`config.mk`:
```
export PLATFORM = sky130hd
export DESIGN_NAME = df_agc_flat
export DESIGN_NICKNAME = d
export VERILOG_FILES = /design/src/rtl/df_agc_pkg.sv /design/src/rtl/df_agc_if.sv /design/src/rtl/df_agc_loop.sv /design/src/rtl/df_agc.sv /design/src/flat_wrapper.sv
export SDC_FILE = /design/constraint.sdc
export NUM_CORES = 1
export LEC_CHECK = 0
export CORE_UTILIZATION = 60
export CTS_BUF_LIST = sky130_fd_sc_hd__clkbuf_8 sky130_fd_sc_hd__clkbuf_16
export CTS_CLUSTER_DIAMETER = 200
export CTS_CLUSTER_SIZE = 20
export DETAILED_ROUTE_END_ITERATION = 12
export DONT_BUFFER_PORTS = 1
export PLACE_DENSITY = 0.82
export SYNTH_ARGS = -nofsm -noshare
export SYNTH_HDL_FRONTEND = slang
export SYNTH_SLANG_ARGS = --single-unit
```
`constraint.sdc`:
```
create_clock -name clk -period 7.8 [get_ports clk]
set_clock_uncertainty 0.2 [all_clocks]
set_input_delay 0.39 -clock clk [delete_from_list [all_inputs] [get_ports clk]]
set_output_delay 0.39 -clock clk [all_outputs]
set_load 0.01 [all_outputs]
```
`src/rtl/df_agc_pkg.sv`:
```
// rtl/df_agc_pkg.sv - shared widths, register map and reset constants for the AGC stage
package df_agc_pkg;

  localparam int SAMPLE_W  = 18;
  localparam int GAIN_W    = 20;
  localparam int ACC_W     = 32;
  localparam int SAT_LIMIT = 131071;

  typedef enum logic [1:0] {
    AGC_CTRL  = 2'd0,
    AGC_REF   = 2'd1,
    AGC_MGAIN = 2'd2,
    AGC_GAIN  = 2'd3
  } agcReg_e;

  localparam logic [16:0]       REF_RST   = 17'h08000;
  localparam logic [GAIN_W-1:0] MGAIN_RST = 20'h10000;
  localparam logic [ACC_W-1:0]  ACC_RST   = 32'h1000_0000;
  localparam logic [3:0]        SHIFT_RST = 4'd4;

  function automatic logic [31:0] mergeBytes(input logic [31:0] cur,
                                             input logic [31:0] wdata,
                                             input logic [3:0]  be);
    logic [31:0] res;
    res = cur;
    for (int i = 0; i < 4; i++) begin
      if (be[i]) res[i*8 +: 8] = wdata[i*8 +: 8];
    end
    return res;
  endfunction

endpackage

```
`src/rtl/df_agc_if.sv`:
```
// rtl/df_agc_if.sv - sample stream and register bus bundle for the AGC stage
interface df_agc_if;
  import df_agc_pkg::*;

  logic                       clkEn;
  logic signed [SAMPLE_W-1:0] agcIn;
  logic                       cs;
  logic                       wr0, wr1, wr2, wr3;
  logic [12:0]                addr;
  logic [31:0]                din;
  logic [31:0]                dout;
  logic signed [SAMPLE_W-1:0] agcOut;
  logic                       clkEnOut;

  modport master (
    output clkEn, agcIn, cs, wr0, wr1, wr2, wr3, addr, din,
    input  dout, agcOut, clkEnOut
  );

  modport slave (
    input  clkEn, agcIn, cs, wr0, wr1, wr2, wr3, addr, din,
    output dout, agcOut, clkEnOut
  );
endinterface

```
`src/rtl/df_agc_loop.sv`:
```
// rtl/df_agc_loop.sv - integrating gain loop: error, shift, saturating accumulate, MGAIN preload
module df_agc_loop
  import df_agc_pkg::*;
(
  input  logic                       clk,
  input  logic                       resetN,
  input  logic                       update,
  input  logic signed [SAMPLE_W-1:0] agcOut,
  input  logic [16:0]                refLevel,
  input  logic [3:0]                 loopShift,
  input  logic                       preload,
  input  logic [GAIN_W-1:0]          manualGain,
  output logic [ACC_W-1:0]           gainAcc
);

  logic [16:0]        mag;
  logic signed [17:0] err;
  logic [3:0]         shiftAmt;
  logic signed [33:0] delta;
  logic signed [33:0] sum;
  logic [ACC_W-1:0]   clamped;

  // agcOut never reaches -131072, so the magnitude always fits 17 bits
  assign mag      = agcOut[17] ? 17'(-agcOut) : 17'(agcOut);
  assign err      = $signed({1'b0, refLevel}) - $signed({1'b0, mag});
  assign shiftAmt = (loopShift > 4'd11) ? 4'd11 : loopShift;
  assign delta    = $signed({{16{err[17]}}, err}) <<< shiftAmt;
  assign sum      = $signed({2'b00, gainAcc}) + delta;

  always_comb begin
    clamped = sum[31:0];
    if (sum[33])      clamped = '0;
    else if (sum[32]) clamped = '1;
  end

  always_ff @(posedge clk or negedge resetN) begin
    if (!resetN)      gainAcc <= ACC_RST;
    else if (preload) gainAcc <= {manualGain, 12'b0};
    else if (update)  gainAcc <= clamped;
  end

endmodule

```
`src/rtl/df_agc.sv`:
```
// rtl/df_agc.sv - AGC stage: register file, 3-stage scale/saturate pipeline, bus readback
module df_agc
  import df_agc_pkg::*;
(
  input  logic    clk,
  input  logic    resetN,
  df_agc_if.slave bus
);

  localparam logic [31:0]        CTRL_MASK  = 32'h0000_0F03;
  localparam logic [31:0]        REF_MASK   = 32'h0001_FFFF;
  localparam logic [31:0]        MGAIN_MASK = 32'h000F_FFFF;
  localparam logic signed [21:0] SCALED_MAX = 22'(SAT_LIMIT);
  localparam logic signed [21:0] SCALED_MIN = -SCALED_MAX;

  logic [3:0]                 byteEn;
  agcReg_e                    sel;
  logic                       busWr;
  logic                       unusedAddr;
  logic [31:0]                ctrlReg, refReg, mgainReg;
  logic [31:0]                ctrlNext, refNext, mgainNext;
  logic                       enable, freeze;
  logic [3:0]                 loopShift;
  logic [GAIN_W-1:0]          gain;
  logic [ACC_W-1:0]           gainAcc;
  logic                       s1Valid, s2Valid, outValid;
  logic signed [SAMPLE_W-1:0] s1Data, outData, satVal;
  logic signed [37:0]         product, s2Prod;
  logic signed [21:0]         scaled;

  assign byteEn     = {bus.wr3, bus.wr2, bus.wr1, bus.wr0};
  assign sel        = agcReg_e'(bus.addr[3:2]);
  assign busWr      = bus.cs && (byteEn != 4'b0);
  assign unusedAddr = ^{bus.addr[12:4], bus.addr[1:0]};

  assign ctrlNext  = mergeBytes(ctrlReg,  bus.din, byteEn) & CTRL_MASK;
  assign refNext   = mergeBytes(refReg,   bus.din, byteEn) & REF_MASK;
  assign mgainNext = mergeBytes(mgainReg, bus.din, byteEn) & MGAIN_MASK;

  always_ff @(posedge clk or negedge resetN) begin
    if (!resetN) begin
      ctrlReg  <= {20'b0, SHIFT_RST, 8'b0};
      refReg   <= {15'b0, REF_RST};
      mgainReg <= {12'b0, MGAIN_RST};
    end else if (busWr) begin
      case (sel)
        AGC_CTRL:  ctrlReg  <= ctrlNext;
        AGC_REF:   refReg   <= refNext;
        AGC_MGAIN: mgainReg <= mgainNext;
        default:   ;
      endcase
    end
  end

  assign enable    = ctrlReg[0];
  assign freeze    = ctrlReg[1];
  assign loopShift = ctrlReg[11:8];
  assign gain      = enable ? gainAcc[31:12] : mgainReg[GAIN_W-1:0];

  df_agc_loop uLoop (
    .clk        (clk),
    .resetN     (resetN),
    .update     (outValid && enable && !freeze),
    .agcOut     (outData),
    .refLevel   (refReg[16:0]),
    .loopShift  (loopShift),
    .preload    (busWr && (sel == AGC_MGAIN)),
    .manualGain (mgainNext[GAIN_W-1:0]),
    .gainAcc    (gainAcc)
  );

  // Gain is unsigned, so it is zero-extended before the signed multiply
  assign product = $signed({{20{s1Data[17]}}, s1Data}) * $signed({18'b0, gain});
  assign scaled  = 22'(s2Prod >>> 16);

  always_comb begin
    satVal = scaled[SAMPLE_W-1:0];
    if (scaled > SCALED_MAX)      satVal = 18'(SCALED_MAX);
    else if (scaled < SCALED_MIN) satVal = 18'(SCALED_MIN);
  end

  always_ff @(posedge clk or negedge resetN) begin
    if (!resetN) begin
      s1Valid  <= 1'b0;
      s2Valid  <= 1'b0;
      outValid <= 1'b0;
      s1Data   <= '0;
      s2Prod   <= '0;
      outData  <= '0;
    end else begin
      s1Valid  <= bus.clkEn;
      s2Valid  <= s1Valid;
      outValid <= s2Valid;
      if (bus.clkEn) s1Data  <= bus.agcIn;
      if (s1Valid)   s2Prod  <= product;
      if (s2Valid)   outData <= satVal;
    end
  end

  assign bus.agcOut   = outData;
  assign bus.clkEnOut = outValid;

  always_comb begin
    bus.dout = '0;
    if (bus.cs) begin
      case (sel)
        AGC_CTRL:  bus.dout = ctrlReg;
        AGC_REF:   bus.dout = refReg;
        AGC_MGAIN: bus.dout = mgainReg;
        default:   bus.dout = {12'b0, gain};
      endcase
    end
  end

endmodule
```
`src/flat_wrapper.sv`:
```
// flat-port wrapper written by rule: the top's interface ports become plain ports
module df_agc_flat import df_agc_pkg::*;
  (clk, resetN, bus_clkEn, bus_agcIn, bus_cs, bus_wr0, bus_wr1, bus_wr2, bus_wr3, bus_addr, bus_din, bus_dout, bus_agcOut, bus_clkEnOut);
  df_agc_if bus_i ();
  input  logic clk;
  input  logic resetN;
  input wire logic [$bits(bus_i.clkEn)-1:0] bus_clkEn;
  input wire logic [$bits(bus_i.agcIn)-1:0] bus_agcIn;
  input wire logic [$bits(bus_i.cs)-1:0] bus_cs;
  input wire logic [$bits(bus_i.wr0)-1:0] bus_wr0;
  input wire logic [$bits(bus_i.wr1)-1:0] bus_wr1;
  input wire logic [$bits(bus_i.wr2)-1:0] bus_wr2;
  input wire logic [$bits(bus_i.wr3)-1:0] bus_wr3;
  input wire logic [$bits(bus_i.addr)-1:0] bus_addr;
  input wire logic [$bits(bus_i.din)-1:0] bus_din;
  output wire logic [$bits(bus_i.dout)-1:0] bus_dout;
  output wire logic [$bits(bus_i.agcOut)-1:0] bus_agcOut;
  output wire logic [$bits(bus_i.clkEnOut)-1:0] bus_clkEnOut;
  assign bus_i.clkEn = bus_clkEn;
  assign bus_i.agcIn = bus_agcIn;
  assign bus_i.cs = bus_cs;
  assign bus_i.wr0 = bus_wr0;
  assign bus_i.wr1 = bus_wr1;
  assign bus_i.wr2 = bus_wr2;
  assign bus_i.wr3 = bus_wr3;
  assign bus_i.addr = bus_addr;
  assign bus_i.din = bus_din;
  assign bus_dout = bus_i.dout;
  assign bus_agcOut = bus_i.agcOut;
  assign bus_clkEnOut = bus_i.clkEnOut;
  df_agc u_core (.clk(clk), .resetN(resetN), .bus(bus_i));
endmodule
```
==> results.py, run 1 <==
metrics = {
    "place": {
        "port_buffers": 0,
        "gp_congestion": 0.952,
        "hpwl_microns": 44900,
    },
    "sta": {
        "fmax_mhz": 133,
        "tightest_slew_ns": 1.26,
        "hold_slack_ns": -0.00158,
        "rsz0062_at_grt": "no",
        "period_minus_slack_ns": 7.55,
        "fin_setup_tns_ns": 0,
        "final.period_utilization_pct": 96.7,
        "final_max_slew_viol_count": 0,
        "relSlewSlack_pct": 15.7,
        "finalSetupViolations": 0,
        "hold_viol": 1,
    },
    "synthesis": {
        "synth_async_sr_flop_share_pct": 100,
        "ys_ff_latch": 136,
        "synth.most_common_cell": "inv_1",
        "ys_top_cells_by_area": "fa_1, dfrtp_1, ha_1, inv_1, nand2_1",
        "synth_common_cells": "inv_1, nand2_1, fa_1",
        "yosys.area.top_type": "fa_1",
        "synth_area_sq_mm": 0.0212,
        "synth-seq-area-share_pct": 16.1,
        "synth_cell_type_count": 80,
        "yosysTopAreaCellShare_pct": 27.3,
        "synth_ff_type": "dfrtp_1",
        "syn_area_per_cell_sq_um": 8.97,
        "synth_warnings": 0,
        "synth_edf_count": 0,
        "synthCells": 2359,
    },
    "clocking": {
        "cts_root_buffer": "clkbuf_16",
        "clock-sinks": 136,
        "insertion_delay_ns": 0.47,
        "clkTransAtPathRegs_ns": 0.08,
        "cts_setup_buffers": 0,
        "cts_tree": "done",
        "cts-buffers-inserted": 17,
        "ctsLongestPathBuffers": 2,
        "h-tree-depth": 4,
    },
    "detailed_routing": {
        "first_pass_iters": 6,
        "wl_microns": 59200,
        "wl_per_cell_microns": 21.0,
        "drc": 0,
        "vias": 17200,
        "via_per_inst": 6.10,
        "drt_iter0_drc": 1596,
        "postRouteAntennaNets": 0,
    },
    "grt": {
        "grt-ovfl-total": 0,
        "grt_pass1_vias": 17900,
        "grt_max_degree": 137,
        "antenna_found_initial": 2,
        "gr-usage-all-layers_pct": 34.0,
        "grt_pass1_wl_microns": 94100,
    },
    "worst_setup_path": {
        "reg2reg_slack_ns": 0.25,
        "critPathMaxFanout": 14,
        "cp.required_ns": 7.95,
        "endpoint_kind": "register",
        "cp.arrival_ns": 7.70,
        "crit_path_start_kind": "register",
        "crit_type": "register to register",
    },
    "die": {
        "dieArea_sq_mm": 0.0360,
        "ios": 122,
        "coreArea_sq_mm": 0.0346,
        "fp.dieW_microns": 190,
        "rows": 68,
        "die_h_microns": 190,
        "start_util_pct": 61.1,
    },
    "cells_and_area": {
        "nFillCells": 2645,
        "area_delta_synth_final_pct": 7.18,
        "layout-drive-gt1-share_pct": 8.54,
        "final_nets": 2889,
    },
    "run_status": {
        "outcome": "finished with violations",
        "violations": "negative hold slack",
    },
    "run": {
        "drv_cap": 0,
    },
    "hold_path": {
        "holdCritPathClass": "primary input to register",
    },
}
==> worst paths after layout <==
check | startpoint | to | depth (start not counted)
max | u_core.ctrlReg[0] | u_core.s2Prod[36] | 23
min | bus_din[2] | u_core.uLoop.gainAcc[14] | 2
max reg2reg | u_core.ctrlReg[0] | u_core.s2Prod[36] | 23
min reg2reg | u_core.uLoop.gainAcc[2] | u_core.uLoop.gainAcc[2] | 2
max in group asynchronous | resetN | u_core.ctrlReg[0] | 2
min in group asynchronous | resetN | u_core.uLoop.gainAcc[26] | 2
==> cells by family (layout without fill, tap and decap cells) <==
family / count (synthesis) / in the layout / share of synthesized area [%]
buf+inv: 501 / 496 / 9.16
xor+xnor: 78 / 78 / 3.23
compound gates: 331 / 331 / 10.2
other cells: 1 / 13 / 0.0177
simple gates: 691 / 691 / 15.2
mux: 155 / 155 / 8.26
fa+ha+maj: 466 / 466 / 37.8
flops: 136 / 136 / 16.1
==> critical path, cell delays in order (launching register included) <==
cell and delay [ns]:
dfrtp_2 0.61, buf_4 0.26, mux2_2 0.49, buf_4 0.22, nand2_1 0.09, fa_1 0.45, fa_1 0.46, fa_1 0.50
inv_1 0.13, fa_1 0.57, fa_1 0.53, fa_1 0.50, ha_1 0.35, o21ai_0 0.12, nand2b_1 0.09, o41ai_1 0.07
buf_4 0.16, a2111oi_4 0.36, o2111ai_2 0.24, a311oi_2 0.39, or3_4 0.20, a21oi_2 0.06, xnor2_1 0.12, mux2_2 0.25
==> timing repair <==
action / in CTS / in global routing
resized for setup: 0 / 4
hold buffers: 47 / 0
setup endpoints to repair: 0 / 11
endpoints found under the hold margin: 213 / 0
==> final cells by class <==
cell class,count,area (sq um),area share [%]
diodes,1,2.50,0.0110
clock buffers,17,425,1.88
flip-flops and latches,136,3410,15.0
repair buffers,86,791,3.49
clock inverters,15,178,0.783
multi-input cells,1733,15900,70.0
inverters,378,1420,6.26
well taps,455,569,2.51
==> sequential cells by signal (all words and copies together) (netlist names) <==
register              count
u_core.s1Data            18
u_core.s2Valid            1
u_core.s1Valid            1
u_core.bus.clkEnOut       1
u_core.ctrlReg            6
u_core.mgainReg          20
u_core.refReg            17
u_core.s2Prod            22
u_core.uLoop.gainAcc     32
u_core.bus.agcOut        18
==> per-layer routing <==
| metal | track usage, % | wire length, microns |
|---|---|---|
| met5 | 0 | 13 |
| met2 | 56.9 | 28500 |
| met3 | 7.36 | 5260 |
| met1 | 41.5 | 22400 |
| met4 | 16.8 | 2910 |
==> per-stage QoR <==
step	worst slack, ns	cells	hold WS [ns]	area, sq um	util [%]
detailed placement	0.133	2741	-0.0999	21600	62.3
finish	0.254	2821	-0.00158	22700	65.5
floorplan	0.572	2370	-0.106	21200	-
global placement	0.268	2741	-0.101	21600	62.3
CTS	0.0487	2820	0.00544	22700	65.4
global route	0.0168	2821	0.0117	22700	65.5
==> layout by cell type, fill, tap and decap left out, types with 31 or more instances in the layout <==
master	count
xnor2_1	59
a21oi_1	75
buf_4	39
mux2i_1	52
dfrtp_1	131
nand2_1	336
ha_1	177
o21ai_1	51
fa_1	289
and2_1	112
inv_1	374
dlygate4sd3_1	45
mux2_2	95
nor2_1	102
o21ai_0	31
nand3_1	34
Power of run 1 is left out: the tool's default activity adds up to more than one toggle a clock period on the data nets, which glitch-free logic cannot reach.
==> inputs of run 2 (changes only) <==
--- a/config.mk
+++ b/config.mk
@@ -14,4 +14,5 @@
 export PLACE_DENSITY = 0.82
 export SYNTH_ARGS = -nofsm -noshare
 export SYNTH_HDL_FRONTEND = slang
+export SYNTH_HIERARCHICAL = 1
 export SYNTH_SLANG_ARGS = --single-unit
==> run 2 against run 1 <==
- the run now ends clean
- register-to-register slack improved by 0.14 ns
- clock-buffer cell count increased by 2
- maximum frequency grew 1.9%
- wire length rose by 7.0%
- cell area is 5.2% higher
- sequential share of layout area shrank 0.75 points
- non-clock buffer count shrank 14
- largest cell class unchanged
==> results.py, run 2 <==
metrics = {
    "run_status": {
        "outcome": "finished clean",
    },
    "cells_and_area": {
        "layout_commonest_cell": "inv_1",
        "top_register": "u_core/uLoop/gainAcc",
        "nFillCells": 2884,
        "top_regs": "u_core/uLoop/gainAcc x32, u_core/s2Prod x22, u_core/mgainReg x20",
        "area_delta_synth_final_pct": 5.76,
        "layout-drive-gt1-share_pct": 10.9,
        "final_cell_mix": "inv_1, fa_1, nand2_1",
        "largest_reg_flops": 32,
        "final_nets": 2994,
        "diodes": 0,
    },
    "sta": {
        "finalSetupViolations": 0,
        "rsz0062_at_grt": "no",
        "final_max_slew_viol_count": 0,
        "tightest_slew_ns": 1.29,
        "fmax_mhz": 135,
        "fin_setup_tns_ns": 0,
        "period_minus_slack_ns": 7.40,
        "relSlewSlack_pct": 14.1,
        "final.period_utilization_pct": 94.9,
        "hold_viol": 0,
    },
    "synthesis": {
        "synth_xor_area_share_pct": 3.11,
        "synthCells": 2490,
        "ys_ff_latch": 136,
        "synth_cell_type_count": 92,
        "synthAdderAreaFrac_pct": 35.5,
        "synth.most_common_cell": "inv_1",
        "yosysTopAreaCellShare_pct": 25.6,
        "synth_ff_type": "dfrtp_1",
        "synth-seq-area-share_pct": 15.1,
        "synth_async_sr_flop_share_pct": 100,
        "synth_compound_area_share_pct": 14.0,
        "ys_top_cells_by_area": "fa_1, dfrtp_1, ha_1, inv_1, mux2_2",
        "synth_edf_count": 0,
        "yosys.area_share.simple_pct": 15.4,
        "yosys.area.top_type": "fa_1",
        "syn_area_per_cell_sq_um": 9.06,
        "synth_top_family_by_area": "adder cells",
        "synth_warnings": 6,
        "synthMuxAreaShare_pct": 7.59,
        "synth_common_cells": "inv_1, fa_1, nand2_1",
        "synth_area_sq_mm": 0.0226,
    },
    "grt": {
        "antenna_found_initial": 0,
        "grt-ovfl-total": 0,
        "gr-usage-all-layers_pct": 34.6,
        "grt_max_degree": 137,
        "grt_use_met2_pct": 57.2,
        "grt_pass1_wl_microns": 103000,
        "gr-usage-met3_pct": 6.98,
        "grt-busiest-layer": "met2",
        "grt.met1_usage_pct": 43.9,
        "grt_pass1_vias": 19200,
    },
    "detailed_routing": {
        "wl_microns": 63300,
        "postRouteAntennaNets": 0,
        "drt_iter0_drc": 1625,
        "drc": 0,
        "via_per_inst": 6.26,
        "vias": 18400,
        "wl_per_cell_microns": 21.6,
        "first_pass_iters": 6,
    },
    "worst_setup_path": {
        "endpoint_kind": "register",
        "cp.required_ns": 7.94,
        "cp.arrival_ns": 7.54,
        "crit_type": "register to register",
        "crit_path_start_kind": "register",
        "reg2reg_slack_ns": 0.40,
        "critPathMaxFanout": 12,
    },
    "place": {
        "hpwl_microns": 49100,
        "gp_congestion": 0.989,
        "port_buffers": 0,
    },
    "clocking": {
        "h-tree-depth": 4,
        "clkTransAtPathRegs_ns": 0.07,
        "cts_setup_buffers": 0,
        "cts_root_buffer": "clkbuf_16",
        "clock-sinks": 136,
        "insertion_delay_ns": 0.45,
        "cts_tree": "done",
        "ctsLongestPathBuffers": 2,
        "cts-buffers-inserted": 17,
    },
    "die": {
        "coreArea_sq_mm": 0.0368,
        "die_h_microns": 196,
        "rows": 70,
        "fp.dieW_microns": 196,
        "ios": 122,
        "start_util_pct": 61.3,
        "dieArea_sq_mm": 0.0384,
    },
    "run": {
        "drv_cap": 0,
    },
    "hold_path": {
        "holdCritPathClass": "primary input to register",
    },
}
[run 2: changes by cell type in the layout (fill, tap and decap cells not counted), moves of 14 or more]
| cell | delta |
|---|---|
| o21ai_2 | +14 |
| a21oi_1 | +15 |
| a22oi_1 | +14 |
| o21ai_1 | -48 |
| nand2_1 | -83 |
| xnor2_1 | -21 |
| inv_1 | +20 |
| and2_1 | +78 |
| mux2_2 | +30 |
| xor2_1 | +21 |
| nand4_1 | +15 |
| o21ai_0 | +19 |
| nand3_1 | -15 |
| mux2i_1 | -37 |
[run 2: critical path, stage by stage, from the launching register on]
cell and delay (ns):
dfrtp_2 0.51, buf_4 0.26, mux2_2 0.51, and2_1 0.24, fa_1 0.53, inv_1 0.05
fa_1 0.49, fa_1 0.51, inv_1 0.05, fa_1 0.49, fa_1 0.55, inv_1 0.05
fa_1 0.53, inv_1 0.04, ha_1 0.38, a21oi_1 0.27, o21ai_0 0.18, a221o_1 0.33
a21oi_1 0.17, o311ai_0 0.22, a211oi_1 0.35, xnor2_1 0.10, mux2_2 0.27
[run 2: metrics by stage]
stage	util (%)	hold slack [ns]	std cells	instance area (sq um)	setup slack [ns]
CTS	64.8	0.0247	2938	23800	0.180
global placement	62.1	-0.103	2866	22800	0.279
global route	64.9	0.0374	2938	23900	0.0975
floorplan	-	-0.106	2501	22600	0.347
finish	64.9	0.0401	2938	23900	0.395
detailed placement	62.1	-0.103	2866	22800	0.229
[run 2: final timing paths]
check,startpoint,to,cells after the start
setup / recovery,u_core/ctrlReg[0],u_core/s2Prod[33],22
hold / removal,bus_din[19],u_core/mgainReg[19],2
setup reg to reg,u_core/ctrlReg[0],u_core/s2Prod[33],22
hold reg to reg,u_core/uLoop/gainAcc[0],u_core/uLoop/gainAcc[0],2
max in group asynchronous,resetN,u_core/ctrlReg[0],2
min in group asynchronous,resetN,u_core/uLoop/gainAcc[29],2
[run 2: per-layer routing]
layer  routed length, microns  vias to the layer above  part of all wire (%)
li1                         -                     8118                     -
met1                    24700                     9173                    39
met2                    30200                      881                    48
met3                     5300                      211                   8.4
met4                     3070                        0                   4.8
met5                        0                        -                     0
[run 2: kinds of logic (layout without fill, tap and decap cells)]
| family | count (synthesis) | count (layout) |
|---|---|---|
| flops | 136 | 136 |
| simple gates | 696 | 696 |
| fa+ha+maj | 466 | 466 |
| compound gates | 435 | 435 |
| mux | 148 | 148 |
| other cells | 1 | 12 |
| xor+xnor | 78 | 78 |
| buf+inv | 530 | 499 |
[run 2: what timing repair did]
| action | 4_1_cts | 5_1_grt |
|---|---|---|
| resized for setup | 0 | 3 |
| hold buffers | 40 | 0 |
| setup endpoints to repair | 0 | 5 |
| hold endpoints to repair | 178 | 0 |
[run 2: layout make-up]
cell class                      instances  area (sq um)  share of cell area (%)
Timing Repair Buffer                   72           668                    2.80
Inverter                              395          1480                    6.21
Tap cell                              468           586                    2.45
Multi-Input combinational cell       1835         17100                    71.8
Sequential cell                       136          3410                    14.3
Clock inverter                         13           135                   0.566
Clock buffer                           19           453                    1.90
Power of run 2 is left out for the same reason.
==> inputs of run 3 (changes only) <==
--- a/config.mk
+++ b/config.mk
@@ -5,6 +5,7 @@
 export SDC_FILE = /design/constraint.sdc
 export NUM_CORES = 1
 export LEC_CHECK = 0
+export ABC_AREA = 1
 export CORE_UTILIZATION = 60
 export CTS_BUF_LIST = sky130_fd_sc_hd__clkbuf_8 sky130_fd_sc_hd__clkbuf_16
 export CTS_CLUSTER_DIAMETER = 200
@@ -12,6 +13,7 @@
 export DETAILED_ROUTE_END_ITERATION = 12
 export DONT_BUFFER_PORTS = 1
 export PLACE_DENSITY = 0.82
+export SLEW_MARGIN = 30
 export SYNTH_ARGS = -nofsm -noshare
 export SYNTH_HDL_FRONTEND = slang
 export SYNTH_HIERARCHICAL = 1
==> run 3 against run 2 <==
- sequential share of layout area shrank 0.28 points
- synthesized cell count up 30%
- wire length up 16%
- clock-buffer cell count stayed put
- non-clock buffer count is 3 lower
- worst hold slack got worse by 0.015 ns
- global-route usage is 4.6 points higher
- maximum frequency about the same
- via count increased by 17%
- die area up 1.6%
- critical path type unchanged
- critical endpoint is now u_core/s2Prod[22]
==> results.py, run 3 <==
metrics = {
    "sta": {
        "hold_viol": 0,
        "final_max_slew_viol_count": 0,
        "period_minus_slack_ns": 7.40,
        "fmax_mhz": 135,
        "rsz0062_at_grt": "no",
        "relSlewSlack_pct": 36.3,
        "fin_setup_tns_ns": 0,
        "finalSetupViolations": 0,
        "final.period_utilization_pct": 94.9,
        "tightest_slew_ns": 0.953,
    },
    "die": {
        "ios": 122,
        "coreArea_sq_mm": 0.0377,
        "die_h_microns": 197,
        "fp.dieW_microns": 197,
        "start_util_pct": 60.8,
        "rows": 71,
        "dieArea_sq_mm": 0.0390,
    },
    "run": {
        "drv_cap": 0,
    },
    "clocking": {
        "cts_tree": "done",
        "clock-sinks": 136,
        "cts_root_buffer": "clkbuf_16",
        "h-tree-depth": 4,
        "insertion_delay_ns": 0.46,
        "cts_setup_buffers": 0,
        "ctsLongestPathBuffers": 2,
        "cts-buffers-inserted": 17,
        "clkTransAtPathRegs_ns": 0.06,
    },
    "detailed_routing": {
        "postRouteAntennaNets": 0,
        "first_pass_iters": 6,
        "vias": 21500,
        "via_per_inst": 5.71,
        "drt_iter0_drc": 2333,
        "wl_microns": 73200,
        "drc": 0,
        "wl_per_cell_microns": 19.5,
    },
    "cells_and_area": {
        "nFillCells": 3354,
        "layout_commonest_cell": "nand2_1",
        "regArea_sq_mm": 0.00341,
        "top_regs": "u_core/uLoop/gainAcc x32, u_core/s2Prod x22, u_core/mgainReg x20",
        "final_nets": 3777,
        "final_cell_mix": "nand2_1, inv_1, nor2_1",
        "multi_input_area_sq_mm": 0.0166,
        "top_register": "u_core/uLoop/gainAcc",
        "layout-drive-gt1-share_pct": 4.12,
        "area_delta_synth_final_pct": 6.16,
        "largest_reg_flops": 32,
    },
    "grt": {
        "antenna_found_initial": 6,
        "grt-ovfl-total": 0,
        "grt_pass1_vias": 21200,
        "gr-usage-all-layers_pct": 39.1,
        "grt_max_degree": 137,
        "grt_pass1_wl_microns": 116000,
    },
    "worst_setup_path": {
        "crit_type": "register to register",
        "crit_start": "u_core/ctrlReg[0]",
        "crit_path_end": "u_core/s2Prod[22]",
        "r2r_cells": 22,
        "cp.required_ns": 7.91,
        "crit_path_start_kind": "register",
        "cp.arrival_ns": 7.51,
        "endpoint_kind": "register",
        "timing.rr.start": "u_core/ctrlReg[0]",
        "r2r-end": "u_core/s2Prod[22]",
        "reg2reg_slack_ns": 0.40,
        "critPathMaxFanout": 35,
    },
    "synthesis": {
        "synth_warnings": 6,
        "yosysTopAreaCellShare_pct": 25.2,
        "ys_top_cells_by_area": "fa_1, nand2_1, dfrtp_1, inv_1, ha_1",
        "ys_ff_latch": 136,
        "synth.most_common_cell": "nand2_1",
        "synth_edf_count": 0,
        "synth_ff_type": "dfrtp_1",
        "synth_cell_type_count": 54,
        "synth_area_sq_mm": 0.0229,
        "syn_area_per_cell_sq_um": 7.06,
        "synth-seq-area-share_pct": 14.9,
        "synth_common_cells": "nand2_1, inv_1, nor2_1",
        "synthCells": 3245,
        "synth_async_sr_flop_share_pct": 100,
        "yosys.area.top_type": "fa_1",
    },
    "place": {
        "gp_congestion": 0.972,
        "hpwl_microns": 59900,
        "port_buffers": 0,
    },
    "hold_path": {
        "holdCritPathClass": "primary input to register",
    },
    "run_status": {
        "outcome": "finished clean",
    },
}
==> run 3: cell types whose count changed after synthesis, sizes merged, moves of 33 or more <==
| cell | change |
|---|---|
| a21o | -33 |
| and2 | -188 |
| clkbuf | -38 |
| inv | +245 |
| mux2 | -115 |
| nand2 | +639 |
| nand3 | +141 |
| nor2 | +247 |
| o211ai | -34 |
| o21ai | +106 |
==> run 3: per-layer routing <==
metal / share of wire (%) / GRT usage, % / routed length [microns] / up-vias
met5: 0.064 / 0 / 47 / -
met4: 3.3 / 13.1 / 2420 / 8
li1: - / - / - / 9860
met2: 44 / 59.5 / 31900 / 1160
met1: 41 / 52.7 / 30000 / 10300
met3: 12 / 12.4 / 8850 / 197
==> run 3: cell type report <==
cell class	count	share of cell area, %
Antenna cell	2	0.0206
Clock buffer	19	1.86
Clock inverter	12	0.519
Inverter	656	10.1
Multi-Input combinational cell	2360	68.2
Sequential cell	136	14.0
Tap cell	511	2.63
Timing Repair Buffer	69	2.66
==> run 3: worst min path at each step <==
stage / startpoint / endpoint / slack (ns) / cells after the start
finish: bus_din[11] / u_core/mgainReg[11] / 0.02 / 4
global route: bus_wr1 / u_core/mgainReg[9] / 0.05 / 3
CTS: bus_din[5] / u_core/mgainReg[5] / 0.004 / 4
detailed placement: resetN / u_core/uLoop/gainAcc[5] / -0.10 / 0
global placement: resetN / u_core/uLoop/gainAcc[5] / -0.10 / 0
floorplan: resetN / u_core/bus.agcOut[0] / -0.11 / 0
==> run 3: what timing repair did <==
item / in CTS / in global routing
hold buffers: 41 / 0
resized for setup: 0 / 1
setup endpoints to repair: 0 / 1
hold endpoints to repair: 178 / 0
==> run 3: cell families (layout without fill, tap and decap cells) <==
| kind of cell | count (synthesis) | after routing | synth area share (%) |
|---|---|---|---|
| buffers and inverters | 760 | 756 | 13.0 |
| DFF | 136 | 136 | 14.9 |
| other | 1 | 14 | 0.0164 |
| muxes | 14 | 14 | 0.748 |
| AOI/OAI and AO/OA | 346 | 346 | 8.50 |
| adders and majority gates | 466 | 466 | 34.9 |
| and+or+nand+nor | 1477 | 1477 | 26.3 |
| xor gates and xnor gates | 45 | 45 | 1.72 |
==> run 3: stage by stage <==
stage	hold slack [ns]	utilization (%)	area, sq um	worst slack, ns	cells
2_1_floorplan	-0.106	-	23000	1.62	3256
3_3_place_gp	-0.103	61.9	23300	0.598	3691
3_5_place_dp	-0.103	61.9	23300	0.600	3691
4_1_cts	0.00385	64.6	24300	0.531	3763
5_1_grt	0.0500	64.6	24300	0.140	3765
6_report	0.0249	64.6	24300	0.401	3765
==> run 3: worst max-delay path, cell delays in order (launching register included) <==
cell     delay (ns)
dfrtp_1        0.64
inv_4          0.28
nand2_1        0.15
o21ai_2        0.06
buf_4          0.20
inv_1          0.42
nand2_1        0.17
fa_1           0.60
fa_1           0.46
fa_1           0.51
fa_1           0.52
inv_1          0.06
fa_1           0.50
fa_1           0.49
ha_1           0.37
nand2_1        0.08
o21ai_0        0.70
a21oi_1        0.13
nand2_1        0.20
nand2_1        0.08
nand2_1        0.09
xnor2_1        0.20
o21ai_0        0.12
Power of run 3 is left out for the same reason.
